File: config.mk
export PLATFORM = sky130hd
export DESIGN_NAME = ritc_datapath_bus_master
export DESIGN_NICKNAME = d
export VERILOG_FILES = /design/src/rtl/ritc_datapath_bus_master_pkg.sv /design/src/rtl/ritc_datapath_bus_master.sv
export SDC_FILE = /design/constraint.sdc
export NUM_CORES = 1
export LEC_CHECK = 0
export CAP_MARGIN = 20
export CORE_UTILIZATION = 43
export CTS_CLUSTER_DIAMETER = 60
export DETAILED_ROUTE_END_ITERATION = 10
export DONT_BUFFER_PORTS = 1
export PLACE_DENSITY = 0.62
export SYNTH_ARGS = -nofsm -noshare
export SYNTH_HDL_FRONTEND = slang
export SYNTH_SLANG_ARGS = --single-unit
File: constraint.sdc
create_clock -name user_clk_i -period 4.1 [get_ports user_clk_i]
set_input_delay 0.615 -clock user_clk_i [delete_from_list [all_inputs] [get_ports user_clk_i]]
set_output_delay 0.615 -clock user_clk_i [all_outputs]
set_load 0.05 [all_outputs]
File: src/rtl/ritc_datapath_bus_master_pkg.sv
// Shared definitions for the RITC datapath bus master: command op codes,
// datapath register map, FSM state encoding and the latched command payload.
package ritc_datapath_bus_master_pkg;

  localparam int unsigned ADDR_W = 4;
  localparam int unsigned DATA_W = 32;
  localparam int unsigned OP_W   = 2;
  localparam int unsigned IDX_W  = 8;

  typedef enum logic [OP_W-1:0] {
    OP_WRITE = 2'b00,
    OP_READ  = 2'b01,
    OP_SCAN  = 2'b10,
    OP_RSVD  = 2'b11
  } op_e;

  // Datapath responder register map
  localparam logic [ADDR_W-1:0] ADDR_DP_CTRL     = 4'h0;
  localparam logic [ADDR_W-1:0] ADDR_BITSLIP     = 4'h1;
  localparam logic [ADDR_W-1:0] ADDR_IDELAY_VAL  = 4'h2;
  localparam logic [ADDR_W-1:0] ADDR_IDELAY_CTRL = 4'h3;

  typedef enum logic [2:0] {
    ST_IDLE   = 3'd0,
    ST_WSTB   = 3'd1,
    ST_SETTLE = 3'd2,
    ST_RSTB   = 3'd3,
    ST_RWAIT  = 3'd4,
    ST_RESP   = 3'd5,
    ST_GAPW   = 3'd6
  } state_e;

  // Command captured on accept and held for the whole operation
  typedef struct packed {
    op_e               op;
    logic [ADDR_W-1:0] addr;
    logic [ADDR_W-1:0] rd_addr;
    logic [DATA_W-1:0] dat;
    logic [IDX_W-1:0]  count;
  } cmd_t;

  function automatic int unsigned max3(input int unsigned a, input int unsigned b,
                                       input int unsigned c);
    int unsigned m;
    m = (a > b) ? a : b;
    return (m > c) ? m : c;
  endfunction

endpackage

File: src/rtl/ritc_datapath_bus_master.sv
// Bus initiator for the RITC datapath user register interface.
// Converts host WRITE/READ/SCAN commands into one-cycle sel/wr/rd strobes and
// returns read data; SCAN does auto-incrementing write + settled readback per step.
// Ports:
//   user_clk_i, rst_i (sync, active high)
//   cmd_*      : command handshake (valid/ready) with op, addresses, data, step count
//   abort_i    : early stop for SCAN
//   rsp_*      : response handshake with read data, step index and last flag
//   user_*     : register bus towards the datapath responder
//   busy_o     : high whenever the FSM is not idle
module ritc_datapath_bus_master
  import ritc_datapath_bus_master_pkg::*;
#(
  parameter int unsigned READ_LATENCY = 1,
  parameter int unsigned SETTLE       = 4,
  parameter int unsigned GAP          = 1
) (
  input  logic              user_clk_i,
  input  logic              rst_i,
  input  logic              cmd_valid_i,
  output logic              cmd_ready_o,
  input  logic [OP_W-1:0]   cmd_op_i,
  input  logic [ADDR_W-1:0] cmd_addr_i,
  input  logic [ADDR_W-1:0] cmd_rd_addr_i,
  input  logic [DATA_W-1:0] cmd_dat_i,
  input  logic [IDX_W-1:0]  cmd_count_i,
  input  logic              abort_i,
  output logic              rsp_valid_o,
  input  logic              rsp_ready_i,
  output logic [DATA_W-1:0] rsp_dat_o,
  output logic [IDX_W-1:0]  rsp_idx_o,
  output logic              rsp_last_o,
  output logic              user_sel_o,
  output logic              user_wr_o,
  output logic              user_rd_o,
  output logic [ADDR_W-1:0] user_addr_o,
  output logic [DATA_W-1:0] user_dat_o,
  input  logic [DATA_W-1:0] user_dat_i,
  output logic              busy_o
);

  localparam int unsigned WAIT_MAX = max3(READ_LATENCY, SETTLE, GAP);
  localparam int unsigned WAIT_W   = (WAIT_MAX > 1) ? $clog2(WAIT_MAX) : 1;

  state_e             state_q, state_d;
  cmd_t               cmd_q, cmd_d;
  logic [WAIT_W-1:0]  wait_q, wait_d;
  logic [IDX_W-1:0]   step_q, step_d;
  logic               abort_seen_q, abort_seen_d;
  logic               more_q, more_d;
  logic               capture;
  logic               enter_gap;

  logic               cmd_ready_d, busy_d;
  logic               rsp_valid_d, rsp_last_d;
  logic [DATA_W-1:0]  rsp_dat_d;
  logic [IDX_W-1:0]   rsp_idx_d;
  logic               user_sel_d, user_wr_d, user_rd_d;
  logic [ADDR_W-1:0]  user_addr_d;
  logic [DATA_W-1:0]  user_dat_d;

  // Next-state and next-output logic; outputs are decoded from the state being entered
  always_comb begin
    state_d      = state_q;
    cmd_d        = cmd_q;
    wait_d       = wait_q;
    step_d       = step_q;
    abort_seen_d = abort_seen_q;
    more_d       = more_q;
    capture      = 1'b0;
    enter_gap    = 1'b0;
    cmd_ready_d  = 1'b0;
    busy_d       = 1'b1;
    rsp_valid_d  = 1'b0;
    rsp_last_d   = 1'b0;
    rsp_dat_d    = '0;
    rsp_idx_d    = '0;
    user_sel_d   = 1'b0;
    user_wr_d    = 1'b0;
    user_rd_d    = 1'b0;
    user_addr_d  = '0;
    user_dat_d   = user_dat_o;

    // Abort only matters while a SCAN is in flight
    if (state_q != ST_IDLE && cmd_q.op == OP_SCAN && abort_i) begin
      abort_seen_d = 1'b1;
    end

    unique case (state_q)
      ST_IDLE: begin
        if (cmd_valid_i && cmd_ready_o) begin
          cmd_d.op      = op_e'(cmd_op_i);
          cmd_d.addr    = cmd_addr_i;
          cmd_d.rd_addr = cmd_rd_addr_i;
          cmd_d.dat     = cmd_dat_i;
          cmd_d.count   = cmd_count_i;
          step_d        = '0;
          abort_seen_d  = 1'b0;
          more_d        = 1'b0;
          unique case (op_e'(cmd_op_i))
            OP_WRITE, OP_SCAN: state_d = ST_WSTB;
            OP_READ:           state_d = ST_RSTB;
            default:           state_d = ST_IDLE;
          endcase
        end
      end
      ST_WSTB: begin
        if (cmd_q.op == OP_SCAN) begin
          if (SETTLE > 0) begin
            state_d = ST_SETTLE;
            wait_d  = WAIT_W'(SETTLE - 1);
          end else begin
            state_d = ST_RSTB;
          end
        end else begin
          more_d    = 1'b0;
          enter_gap = 1'b1;
        end
      end
      ST_SETTLE: begin
        if (wait_q == '0) state_d = ST_RSTB;
        else              wait_d  = wait_q - WAIT_W'(1);
      end
      ST_RSTB: begin
        if (READ_LATENCY > 0) begin
          state_d = ST_RWAIT;
          wait_d  = WAIT_W'(READ_LATENCY - 1);
        end else begin
          capture = 1'b1;
          state_d = ST_RESP;
        end
      end
      ST_RWAIT: begin
        if (wait_q == '0) begin
          capture = 1'b1;
          state_d = ST_RESP;
        end else begin
          wait_d = wait_q - WAIT_W'(1);
        end
      end
      ST_RESP: begin
        if (rsp_ready_i) begin
          enter_gap = 1'b1;
          if (rsp_last_o) begin
            more_d = 1'b0;
          end else begin
            more_d = 1'b1;
            step_d = step_q + IDX_W'(1);
          end
        end
      end
      ST_GAPW: begin
        if (wait_q == '0) state_d = more_q ? ST_WSTB : ST_IDLE;
        else              wait_d  = wait_q - WAIT_W'(1);
      end
      default: state_d = ST_IDLE;
    endcase

    // Post-strobe idle time; with GAP=0 go straight to the follow-up state
    if (enter_gap) begin
      if (GAP > 0) begin
        state_d = ST_GAPW;
        wait_d  = WAIT_W'(GAP - 1);
      end else begin
        state_d = more_d ? ST_WSTB : ST_IDLE;
      end
    end

    unique case (state_d)
      ST_IDLE: begin
        cmd_ready_d = 1'b1;
        busy_d      = 1'b0;
      end
      ST_WSTB: begin
        user_sel_d  = 1'b1;
        user_wr_d   = 1'b1;
        user_addr_d = cmd_d.addr;
        user_dat_d  = cmd_d.dat + DATA_W'(step_d);
      end
      ST_RSTB, ST_RWAIT: begin
        user_sel_d  = (state_d == ST_RSTB);
        user_rd_d   = (state_d == ST_RSTB);
        user_addr_d = (cmd_d.op == OP_SCAN) ? cmd_d.rd_addr : cmd_d.addr;
      end
      ST_RESP: begin
        rsp_valid_d = 1'b1;
        rsp_idx_d   = step_q;
        if (capture) begin
          rsp_dat_d  = user_dat_i;
          rsp_last_d = (cmd_q.op != OP_SCAN) || (step_q == cmd_q.count) || abort_seen_d;
        end else begin
          rsp_dat_d  = rsp_dat_o;
          rsp_last_d = rsp_last_o;
        end
      end
      default: ;
    endcase
  end

  // State and output registers
  always_ff @(posedge user_clk_i) begin
    if (rst_i) begin
      state_q      <= ST_IDLE;
      cmd_q        <= '0;
      wait_q       <= '0;
      step_q       <= '0;
      abort_seen_q <= 1'b0;
      more_q       <= 1'b0;
      cmd_ready_o  <= 1'b0;
      busy_o       <= 1'b0;
      rsp_valid_o  <= 1'b0;
      rsp_last_o   <= 1'b0;
      rsp_dat_o    <= '0;
      rsp_idx_o    <= '0;
      user_sel_o   <= 1'b0;
      user_wr_o    <= 1'b0;
      user_rd_o    <= 1'b0;
      user_addr_o  <= '0;
      user_dat_o   <= '0;
    end else begin
      state_q      <= state_d;
      cmd_q        <= cmd_d;
      wait_q       <= wait_d;
      step_q       <= step_d;
      abort_seen_q <= abort_seen_d;
      more_q       <= more_d;
      cmd_ready_o  <= cmd_ready_d;
      busy_o       <= busy_d;
      rsp_valid_o  <= rsp_valid_d;
      rsp_last_o   <= rsp_last_d;
      rsp_dat_o    <= rsp_dat_d;
      rsp_idx_o    <= rsp_idx_d;
      user_sel_o   <= user_sel_d;
      user_wr_o    <= user_wr_d;
      user_rd_o    <= user_rd_d;
      user_addr_o  <= user_addr_d;
      user_dat_o   <= user_dat_d;
    end
  end

endmodule

==> results.yml <==
status:
  status: "finished, final reports clean"
cts:
  htreeDepth: 4
  clk-insertion-delay-late_ns: 0.42
  clk_pin_slew_worst_paths_ns: 0.06
  root_buffer: "clkbuf_16"
  cts_setup_buffers: 0
  ctsResizeCount: 0
  clock_sinks: 148
  numCtsBuffers: 17
  cts_tree: "done"
  clockBufferDepth: 2
  cts_hold_buf: 0
floorplanning:
  io_pins: 170
  dieWidth_um: 130.4
  start_util: 0.4431
  dieArea_mm2: 0.01700
  dieHeight_um: 130.4
  coreArea_mm2: 0.01600
  rows: 46
global_routing:
  grt_pass1_vias: 5403
  grt_pass1_wl_um: 28210
  overflow: 0
  antenna_found_initial: 0
  grt_max_degree: 103
  track_usage: 0.2180
power_and_ir_drop:
  p_leak_nw: 2.821
  vdd_drop_max_mv: 0.4761
  p_total_mw: 5.523
  powerDensity_mw_per_mm2: 697.4
setup_path:
  cp_data_required_time_ns: 4.36
  cp-startpoint: "state_q[2]"
  arrival_ns: 3.91
  r2r_setup_slack_ns: 0.45
  cp_slowest_stage_delay_ns: 0.47
  cp_slowest_cell: "dfxtp_1"
  reg2reg_from: "state_q[2]"
  cp-end-kind: "register"
  startpoint_type: "register"
  crit_fanout: 9
  path_cells: "or3_4, nor2_8, a21oi_1, o21bai_1, a21o_1, ha_1, fa_1, a211oi_1, o211ai_1, o211ai_2, nor4_1, xor2_1, a22oi_1"
  worstSetupPathType: "register to register"
yosys:
  synth_xor_xnor_area_share: 0.04200
  synth_edf_count: 0
  synth-compound-area-share: 0.1920
  synth_top_area_cell: "dfxtp_1"
  synth_fp_nets: 945
  ys_ff_latch: 148
  yosys.area_share.simple: 0.2436
  synth_top_area_frac: 0.4179
  synth_async_sr_flop_share: 0
  syn_area_mm2: 0.007089
  synth_cell_types: 67
  synth_area_leaders: "dfxtp_1 42%, nand2_1 7.9%, mux2i_1 4.4%, a21oi_1 4.2%, a21oi_2 3.7%"
  synth_fa_ha_area_frac: 0.02047
  synth_top_family_by_area: "simple AND/OR/NAND/NOR gates"
  synth-seq-area-share: 0.4179
  synth.mux.area_fraction: 0.04536
  synthCells: 847
  ys.flop_type: "dfxtp_1"
  ys_warn_count: 0
  syn_area_per_cell_um2: 8.370
min_path:
  min_from: "rst_i"
  worstHoldPathType: "input pin to register"
final_layout:
  n_fill_cell: 1586
  fin_util: 0.4950
  layout.area.seq_mm2: 0.002963
  area_growth_pct: 11.72
  antenna_cells: 0
  num-nets-final: 927
  multiInputGateArea_mm2: 0.003861
  drive_gt1_frac: 0.1128
  stdcell_count: 1058
timing:
  setup_tns_ns: 0
  period_share: 0.8907
  hold_viol: 0
  max_slew_margin: 0.2811
  finalCriticalPeriod_ns: 3.652
  drv_slew: 0
  worst_pin_slew_ns: 1.078
  fmax_mhz: 273.8
  rsz0062_at_grt: "no"
  fin_skew_ns: 0.009849
  setup_violations: 0
placement:
  port_buffers: 0
  gp_routability_congestion: 0.8868
  dp_cells: 1026
  post-dp-hpwl_um: 12800
detailed_routing:
  wl_per_cell_um: 17.44
  vias: 5958
  drc_errors: 0
  dr.first_iter.drc_count: 324
  finalWirelength_um: 18460
  first_pass_iters: 6
  final_antenna_net_count: 0
  vias_per_cell: 5.631
job:
  cap_violations: 0
final timing paths:
check,endpoint,cells past startpoint
max reg2reg,user_dat_o[26],13
max,user_dat_o[26],13
min reg2reg,cmd_q[40],2
min,wait_q[0],1
kinds of logic after synthesis:
group           Yosys count
compound gates          203
fa+ha+maj                11
flops                   148
mux                      32
buf+inv                  63
simple gates            356
xor+xnor                 34
area by class of cell:
class / count / area share
clock buffer: 21 / 0.05940
sequential: 148 / 0.3741
inverter: 7 / 0.003318
multi-input combinational: 636 / 0.4875
clock inverter: 11 / 0.02196
tap: 216 / 0.03412
timing repair buffer: 19 / 0.01959
cell usage in the layout, fill, tap and decap left out, types with 4 or more instances in the layout:
cell | synthesis | routed
mux2i_1 | 31 | 31
nand3_1 | 21 | 21
xor2_1 | 23 | 23
xnor2_1 | 11 | 11
or3_1 | 5 | 5
inv_1 | 6 | 6
o211ai_1 | 5 | 5
o21ai_0 | 36 | 36
ha_1 | 10 | 10
and4_1 | 8 | 8
o22ai_1 | 6 | 6
nor4_1 | 9 | 9
nand2b_1 | 26 | 26
nand2_1 | 150 | 149
a21o_1 | 4 | 4
nor2b_1 | 13 | 13
and3_1 | 7 | 7
nand4_1 | 13 | 13
clkbuf_16 | 0 | 17
and2_1 | 9 | 9
nor3_1 | 25 | 24
buf_4 | 0 | 18
dfxtp_1 | 148 | 148
bufinv_16 | 0 | 4
nor2_1 | 55 | 55
a21oi_2 | 30 | 30
a21oi_1 | 60 | 60
a31oi_1 | 10 | 10
a22oi_1 | 15 | 15
a211oi_1 | 6 | 6
Yosys cell counts (6+ instances only):
library cell,count
nand3_1,21
dfxtp_1,148
ha_1,10
a31oi_1,10
nor4_1,9
o21ai_0,36
xor2_1,23
nand4_1,13
inv_1,6
a211oi_1,6
a22oi_1,15
nor2b_1,13
and3_1,7
a21oi_2,30
o22ai_1,6
clkbuf_1,42
nor2_1,55
nor3_1,25
nand2b_1,26
xnor2_1,11
mux2i_1,31
and4_1,8
nand2_1,150
and2_1,9
a21oi_1,60
power by group:
group | internal [mW] | total, mW | switching (mW)
Clock | 1.07 | 1.68 | 0.610
Combinational | 0.581 | 1.80 | 1.22
Sequential | 1.64 | 2.05 | 0.411
Total | 3.29 | 5.52 | 2.24
critical path, delay by kind of cell, from the launching register on:
kind / cells / cell delay (ns)
XOR/XNOR: 1 / 0.19
AO/OA/AOI/OAI: 7 / 1.69
adder cells (fa/ha/maj): 2 / 0.48
flip-flops: 1 / 0.47
AND/OR/NAND/NOR: 3 / 0.68
routing by layer:
layer,up-vias,GRT usage,wire length (um)
met2,229,0.3504,8655
met3,31,0.06270,1577
met1,2755,0.2710,7865
met4,0,0.09872,356
met5,-,0,0
li1,2943,-,-
metrics by stage:
step | worst slack [ns] | hold WS, ns | area (um^2)
after floorplan | 0.1029 | 0.4366 | 7092
after global placement | 0.5633 | 0.4378 | 7276
after detailed placement | 0.4190 | 0.4445 | 7276
after CTS | 0.4826 | 0.2597 | 7920
after global routing | 0.1194 | 0.2506 | 7920
final | 0.4480 | 0.2679 | 7920
registers in the layout, summed over array words and instances (netlist names), 2 cells and up:
signal / flops
cmd_q: 50
rsp_dat_o: 32
user_dat_o: 32
rsp_idx_o: 8
step_q: 8
user_addr_o: 4
state_q: 3
wait_q: 2
No activity file was read; power rests on OpenSTA's default activity.
